**src/rtl/seq_divider.sv**
```systemverilog
// rtl/seq_divider.sv - multi-cycle radix-2^k restoring integer divider with valid/ready handshakes
//
// Shared long-latency divide unit between execute and writeback. Operands are
// converted to magnitudes on accept, the magnitude quotient is resolved
// BITS_PER_CYCLE bits per cycle (MSB first, restoring shift-subtract), then a
// single fix-up cycle applies signs and registers the result.
//
// Ports:
//   clk          rising-edge clock
//   rst_n        synchronous reset, active-low
//   flush        synchronous abort of any in-flight operation
//   in_valid     operands valid
//   in_ready     divider idle and able to accept operands
//   dividend     numerator, WIDTH bits
//   divisor      denominator, WIDTH bits
//   is_signed    1 = two's-complement operation, 0 = unsigned
//   out_valid    result valid (held until out_ready)
//   out_ready    consumer accepts result
//   quotient     quotient, WIDTH bits
//   remainder    remainder, WIDTH bits
//   div_by_zero  divisor was zero for this result

module seq_divider #(
    parameter int WIDTH          = 32,
    parameter int BITS_PER_CYCLE = 1
) (
    input  logic             clk,
    input  logic             rst_n,
    input  logic             flush,
    input  logic             in_valid,
    output logic             in_ready,
    input  logic [WIDTH-1:0] dividend,
    input  logic [WIDTH-1:0] divisor,
    input  logic             is_signed,
    output logic             out_valid,
    input  logic             out_ready,
    output logic [WIDTH-1:0] quotient,
    output logic [WIDTH-1:0] remainder,
    output logic             div_by_zero
);

    localparam int N     = WIDTH / BITS_PER_CYCLE;
    localparam int CNT_W = $clog2(N + 1);

    typedef enum logic [1:0] {
        IDLE,
        RUN,
        FIX,
        DONE
    } state_t;

    state_t           state;
    logic [CNT_W-1:0] cnt;

    // q_reg starts as the dividend magnitude and is shifted left as quotient
    // bits enter at the bottom; r_reg is the partial remainder.
    logic [WIDTH-1:0] q_reg;
    logic [WIDTH-1:0] r_reg;
    logic [WIDTH-1:0] d_reg;
    logic             neg_q;
    logic             neg_r;
    logic             zero_div;

    logic             dvd_neg;
    logic             dvs_neg;
    logic [WIDTH-1:0] dvd_mag;
    logic [WIDTH-1:0] dvs_mag;

    logic [WIDTH-1:0] q_nxt;
    logic [WIDTH-1:0] r_nxt;

    // Magnitudes of the incoming operands. The most negative value negates to
    // itself, which read as unsigned is exactly its magnitude 2^(WIDTH-1).
    assign dvd_neg = is_signed & dividend[WIDTH-1];
    assign dvs_neg = is_signed & divisor[WIDTH-1];
    assign dvd_mag = dvd_neg ? -dividend : dividend;
    assign dvs_mag = dvs_neg ? -divisor : divisor;

    // Gated by rst_n so the unit never advertises readiness while held in reset.
    assign in_ready = rst_n && (state == IDLE);

    // One iteration: BITS_PER_CYCLE restoring steps chained combinationally.
    // The working remainder is one bit wider because 2*r+1 can exceed WIDTH
    // bits when the divisor magnitude is close to 2^WIDTH.
    always_comb begin
        logic [WIDTH:0]   r_t;
        logic [WIDTH-1:0] q_t;
        r_t = {1'b0, r_reg};
        q_t = q_reg;
        for (int i = 0; i < BITS_PER_CYCLE; i++) begin
            r_t = {r_t[WIDTH-1:0], q_t[WIDTH-1]};
            q_t = {q_t[WIDTH-2:0], 1'b0};
            if (r_t >= {1'b0, d_reg}) begin
                r_t    = r_t - {1'b0, d_reg};
                q_t[0] = 1'b1;
            end
        end
        q_nxt = q_t;
        r_nxt = r_t[WIDTH-1:0];
    end

    always_ff @(posedge clk) begin
        if (!rst_n) begin
            state       <= IDLE;
            cnt         <= '0;
            q_reg       <= '0;
            r_reg       <= '0;
            d_reg       <= '0;
            neg_q       <= 1'b0;
            neg_r       <= 1'b0;
            zero_div    <= 1'b0;
            out_valid   <= 1'b0;
            quotient    <= '0;
            remainder   <= '0;
            div_by_zero <= 1'b0;
        end else if (flush) begin
            // Abort: result registers may keep stale data, only the status drops.
            state       <= IDLE;
            out_valid   <= 1'b0;
            div_by_zero <= 1'b0;
        end else begin
            case (state)
                IDLE: begin
                    if (in_valid) begin
                        zero_div <= (divisor == '0);
                        neg_q    <= dvd_neg ^ dvs_neg;
                        neg_r    <= dvd_neg;
                        d_reg    <= dvs_mag;
                        r_reg    <= '0;
                        cnt      <= CNT_W'(N);
                        if (divisor == '0) begin
                            // Keep the raw dividend; it is returned as the
                            // remainder. Routing through FIX puts out_valid
                            // one edge after the accept edge.
                            q_reg <= dividend;
                            state <= FIX;
                        end else begin
                            q_reg <= dvd_mag;
                            state <= RUN;
                        end
                    end
                end

                RUN: begin
                    if (cnt == '0) begin
                        state <= FIX;
                    end else begin
                        q_reg <= q_nxt;
                        r_reg <= r_nxt;
                        cnt   <= cnt - CNT_W'(1);
                    end
                end

                FIX: begin
                    if (zero_div) begin
                        quotient    <= '1;
                        remainder   <= q_reg;
                        div_by_zero <= 1'b1;
                    end else begin
                        // neg_q/neg_r are only ever set in signed mode, so an
                        // unsigned operation passes through unchanged.
                        quotient    <= neg_q ? -q_reg : q_reg;
                        remainder   <= neg_r ? -r_reg : r_reg;
                        div_by_zero <= 1'b0;
                    end
                    out_valid <= 1'b1;
                    state     <= DONE;
                end

                DONE: begin
                    if (out_ready) begin
                        out_valid <= 1'b0;
                        state     <= IDLE;
                    end
                end

                default: state <= IDLE;
            endcase
        end
    end

endmodule

```
**config.mk**
```make
export PLATFORM = sky130hd
export DESIGN_NAME = seq_divider
export DESIGN_NICKNAME = d
export VERILOG_FILES = /design/src/rtl/seq_divider.sv
export SDC_FILE = /design/constraint.sdc
export NUM_CORES = 1
export LEC_CHECK = 0
export ABC_AREA = 1
export ABC_CLOCK_PERIOD_IN_PS = 2300
export BUFFER_PORTS_ARGS = -buffer_cell sky130_fd_sc_hd__buf_2
export CORE_AREA = 3 3 201 203
export DETAILED_ROUTE_END_ITERATION = 12
export DIE_AREA = 0 0 204 206
export GPL_ROUTABILITY_DRIVEN = 0
export MAX_ROUTING_LAYER = met4
export SLEW_MARGIN = 20
export SYNTH_ARGS = -nofsm -noshare
export SYNTH_HDL_FRONTEND = slang
export SYNTH_SLANG_ARGS = --single-unit
```
**constraint.sdc**
```tcl
create_clock -name clk -period 2.3 [get_ports clk]
set_input_delay 0.115 -clock clk [delete_from_list [all_inputs] [get_ports clk]]
set_output_delay 0.115 -clock clk [all_outputs]
set_load 0.01 [all_outputs]
```
Word-level counts from Yosys, hierarchy flattened
Cells that the tools add are included.

Flip-flop bits (word level): 173. Word-level logic and storage cells: 69.

Muxes and demuxes: 26. Equal/unequal tests: 7. Bitwise gates (word level): 5. Order comparisons: 1. Add/subtract/negate cells: 6. Reductions and logical operators: 12.

Operators with widths (count): 2-to-1 mux 32 bit (12); negation 32 bit (4); case mux 32 bit (2 select lines) (2); greater-or-equal comparator 33 x 32 -> 1 bit (1); logical NOT 32 bit (1); subtractor 32 bit (1); 2-to-1 mux 6 bit (2); case mux 6 bit (2 select lines) (1); 2-to-1 mux 2 bit (4); inequality test 2 bit (second input constant) (4); case mux 2 bit (4 select lines) (1); logical NOT 6 bit (1); AND reduction 3 bit (2); subtractor 6 x 1 -> 6 bit (second input constant) (1); equality test 2 bit (second input constant) (2); AND reduction 2 bit (2); AND reduction 4 bit (1); nonzero test 2 bit (2); 2-to-1 mux 1 bit (3); bitwise AND 1 bit (2); equality test 2 x 1 -> 1 bit (second input constant) (1); logical NOT 2 bit (1); inverter 1 bit (2); case mux 1 bit (2 select lines) (1); 3 further kinds (3).

Longest topological paths before layout
Depth after elaboration: 5. Depth in mapped cells: 16.

Least setup slack after synthesis
No wires, ideal clock.

Path kind: reg2reg. Start: reg q_reg[31]. End: reg r_reg[28]. Required time: 2.163 ns. Data arrival time: 1.796 ns. Stages on the path, launching flop included: 17. Slack: 0.367 ns. Cells stage by stage: dfxtp_1 > inv_1 > ha_1 > inv_1 > fa_1 > nand2_1 > nand2_1 > nand3_1 > nand2_1 > nand2_1 > nand2_1 > nand2_1 > nand2_1 > nand2_1 > nand3_1 > nand2_1 > a21oi_1.

Word-level cells in the longest chain between the ends: 4. Elaborated cells on any way between the ends: 5.

Ends and longest elaborated chain: start: declaration (line 57) `logic [WIDTH-1:0] q_reg;`; start signal: assignment (line 135) `q_reg <= dividend;`; start signal: assignment (line 138) `q_reg <= dvd_mag;`; start signal: assignment (line 148) `q_reg <= q_nxt;`; subtractor 32 bit / greater-or-equal comparator 33 x 32 -> 1 bit (equally long branches) (line 94, 93); 2-to-1 mux 32 bit * (line 93) `if (r_t >= {1'b0, d_reg}) begin`; 2-to-1 mux 32 bit * (line 145) `if (cnt == '0) begin`; case mux 32 bit (2 select lines) * (line 122) `case (state)`; end signal: assignment (line 149) `r_reg <= r_nxt;`; end: declaration (line 58) `logic [WIDTH-1:0] r_reg;`.

Every way passes the cells marked *; elsewhere a longest branch is shown, timed or not. The select of a mux whose other input is x is not followed. A chain may end at the register's enable or synchronous reset.

Worst setup path after layout
Start: reg r_reg[8]. End: reg r_reg[11].

Word-level cells in the longest chain between the ends: 4. Elaborated cells on any way between the ends: 5.

Ends and longest elaborated chain (line): subtractor 32 bit / greater-or-equal comparator 33 x 32 -> 1 bit (equally long branches) (94, 93); 2-to-1 mux 32 bit * (93); 2-to-1 mux 32 bit * (145); case mux 32 bit (2 select lines) * (122).

Marked as above.

==> impl_metrics.env <==
export IMPL_critPathLaunch="r_reg[8]$_SDFFE_PN0P_"
export IMPL_syn_cell_area_um2=13500
export IMPL_crit_type="reg -> reg"
export IMPL_holdCritPathClass="in -> reg"
export IMPL_final_common_cell="nand2_1"
export IMPL_die_h_um=206
export IMPL_ctsLongestPathBuffers=2
export IMPL_switching_share_pct=35.8
export IMPL_firstDrtPassIters=6
export IMPL_crit_path_end="r_reg[11]$_SDFFE_PN0P_"
export IMPL_p_total_mw=8.72
export IMPL_synth_edf_count=0
export IMPL_final_nets=2494
export IMPL_max_cap_violations=0
export IMPL_postRouteAntennaNets=0
export IMPL_crit_buf_inv=2
export IMPL_fmax_mhz=452
export IMPL_grt_max_degree=72
export IMPL_clockPowerShare_pct=34.9
export IMPL_first_global_vias=13900
export IMPL_layout_common_cells="587 x nand2_1, 332 x inv_1, 187 x nand3_1"
export IMPL_hold_violations=0
export IMPL_whs_ns=0.0127
export IMPL_period_needed_ns=2.21
export IMPL_fp_dieW_um=204
export IMPL_drcViolationCount=0
export IMPL_cts_tree="done"
export IMPL_cp_data_required_time_ns=2.62
export IMPL_antenna_found_initial=1
export IMPL_cts_sinks=173
export IMPL_synth_flop_cell="dfxtp_1"
export IMPL_syn_num_nets=2341
export IMPL_max_vdd_ir_drop_mv=0.515
export IMPL_die_area_um2=42000
export IMPL_dp_hpwl_um=37800
export IMPL_htreeDepth=4
export IMPL_num_rows=72
export IMPL_powerDensity_nw_per_um2=546
export IMPL_synthArstFlopShare_pct=0
export IMPL_relSlewSlack_pct=51.9
export IMPL_io_pins=137
export IMPL_vias_per_cell=5.12
export IMPL_cp_max_fo=5
export IMPL_final_max_slew_viol_count=0
export IMPL_intPower_mw=5.60
export IMPL_synth_seq_cells=173
export IMPL_yosys_warnings=0
export IMPL_crit_top_cell="nand2_1"
export IMPL_skew_ns=0.0138
export IMPL_finalSetupTns_ns=0
export IMPL_p_comb_share_pct=27.7
export IMPL_clk_insertion_delay_late_ns=0.46
export IMPL_crit_reg2reg_launch="r_reg[8]$_SDFFE_PN0P_"
export IMPL_wl_per_cell_um=16.4
export IMPL_critPathCaptureType="register"
export IMPL_track_usage_pct=22.8
export IMPL_core_area_um2=38600
export IMPL_seqPwrFrac_pct=37.4
export IMPL_worst_setup_path_start_kind="register"
export IMPL_routed_wl_um=47800
export IMPL_cp_arrival_ns=2.53
export IMPL_p_leak_nw=7.88
export IMPL_crit_chain="ha_1, nand2_1, inv_1, nand2_1, nand2_1, inv_1, nand3_1, xnor2_1, nand2_1, nand3_2, a21oi_2"
export IMPL_portBuffers=136
export IMPL_fin_crit_sh_pct=96.1
export IMPL_start_util_pct=35.0
export IMPL_fill_cells=4142
export IMPL_synthToLayoutAreaGrowth_pct=17.9
export IMPL_rr_worst_depth=11
export IMPL_vias=14900
export IMPL_r2r_slack_ns=0.09
export IMPL_layout_drive_gt1_share_pct=16.2
export IMPL_crit_family="simple AND/OR/NAND/NOR gates"
export IMPL_switchingPower_mw=3.12
export IMPL_worst_path_stages=11
export IMPL_grt_overflow_total=0
export IMPL_status="complete, no violations"
export IMPL_first_iter_violations=1543
export IMPL_crit_path_top_delay_cell="dfxtp_1"
export IMPL_setup_violations=0
export IMPL_cts_buffers=17
export IMPL_timing_rr_end="r_reg[11]$_SDFFE_PN0P_"
export IMPL_synth_cell_types=53
export IMPL_worst_slew_pin_slew_ns=0.714
export IMPL_yosysSeqAreaShare_pct=25.6
export IMPL_path_clk_slew_ns=0.08
export IMPL_grt_pass1_wl_um=73900
export IMPL_syn_inst=2228
export IMPL_root_buffer="clkbuf_16"
export IMPL_rsz0062_at_grt="yes"
export IMPL_syn_area_per_cell_um2=6.08
export IMPL_critPathMaxStageDelay_ns=0.49
==> layer usage <==
| metal | up-vias | part of all wire [%] | global-route usage [%] |
|---|---|---|---|
| li1 | 7499 | - | - |
| met1 | 6795 | 46 | 30.5 |
| met2 | 527 | 45 | 35.4 |
| met3 | 84 | 6.4 | 3.13 |
| met4 | 0 | 3.1 | 8.01 |
| met5 | - | 0 | - |
==> area by class of cell <==
cell class | instances | area [um^2] | area share (%)
tap | 518 | 648 | 4.06
antenna | 1 | 2.50 | 0.0157
clock buffer | 18 | 439 | 2.75
inverter | 349 | 1310 | 8.23
multi-input combinational | 1619 | 8480 | 53.1
sequential | 173 | 3470 | 21.7
timing repair buffer | 221 | 1460 | 9.14
clock inverter | 14 | 156 | 0.979
==> synthesized netlist by cell type, drive strengths merged, types with 4 or more instances <==
library cell,n,area share [%]
a21oi,195,7.6
a221oi,4,0.26
a22oi,33,1.8
a31oi,21,0.97
and2,12,0.55
buf,35,1.8
clkbuf,52,1.4
dfxtp,173,26
ha,42,3.9
inv,347,9.6
nand2,606,17
nand3,221,9.4
nand3b,8,0.44
nand4,24,1.2
nor2,208,6.6
nor3,27,1.1
nor4,7,0.43
o211ai,13,0.72
o21ai,125,4.7
o221ai,6,0.39
or2,4,0.18
xnor2,19,1.2
xor2,28,1.8
==> power groups by stage <==
stage / sequential, mW / clock [mW] / combinational (mW)
global placement: 3.32 / 0 / 2.28
CTS: 3.26 / 3.08 / 2.33
finish: 3.26 / 3.04 / 2.41
floorplan: 3.29 / 0 / 1.58
global route: 3.28 / 3.18 / 2.67
detailed placement: 3.33 / 0 / 2.30
==> cell families after synthesis <==
logic type | synth area share (%)
flops | 25.6
buf+inv | 12.9
xor+xnor | 3.04
simple gates | 37.5
compound gates | 16.9
fa+ha+maj | 4.03
==> what timing repair did <==
item	4_1_cts	5_1_grt
gates resized for setup	0	45
hold buffers	10	0
endpoints found under the hold margin	10	0
buffers inserted	0	1
endpoints found under the setup margin	0	68
==> worst min path at each step <==
stage                                   to  slack (ns)  cells past startpoint         start
finish               d_reg[3]$_SDFFE_PN0P_        0.01                      3    divisor[3]
detailed placement  d_reg[31]$_SDFFE_PN0P_        0.44                      3   divisor[31]
global route        q_reg[19]$_SDFFE_PN0P_        0.03                      4  dividend[19]
CTS                  q_reg[2]$_SDFFE_PN0P_       0.002                      4   dividend[2]
floorplan           d_reg[31]$_SDFFE_PN0P_        0.28                      2   divisor[31]
global placement     d_reg[0]$_SDFFE_PN0P_        0.41                      3    divisor[0]
==> worst register-to-register path: cells and delay by family, from the launching register on <==
family                   cells  cell delay [ns]
AND/OR/NAND/NOR              6             0.73
flip-flops                   1             0.49
adder cells (fa/ha/maj)      1             0.35
XOR/XNOR                     1             0.31
buffers and inverters        2             0.15
AO/OA/AOI/OAI                1             0.04
==> stage by stage <==
stage / std cells / setup WS (ns) / util [%] / cell area, um^2
5_1_grt: 2913 / -0.0742 / 41.3 / 16000
6_report: 2913 / 0.0888 / 41.3 / 16000
3_5_place_dp: 2869 / 0.0510 / 39.1 / 15100
3_3_place_gp: 2869 / 0.0324 / 39.1 / 15100
2_1_floorplan: 2228 / 0.367 / - / 13500
4_1_cts: 2911 / 0.0350 / 40.9 / 15800
Power figures use the tool's default switching activity.
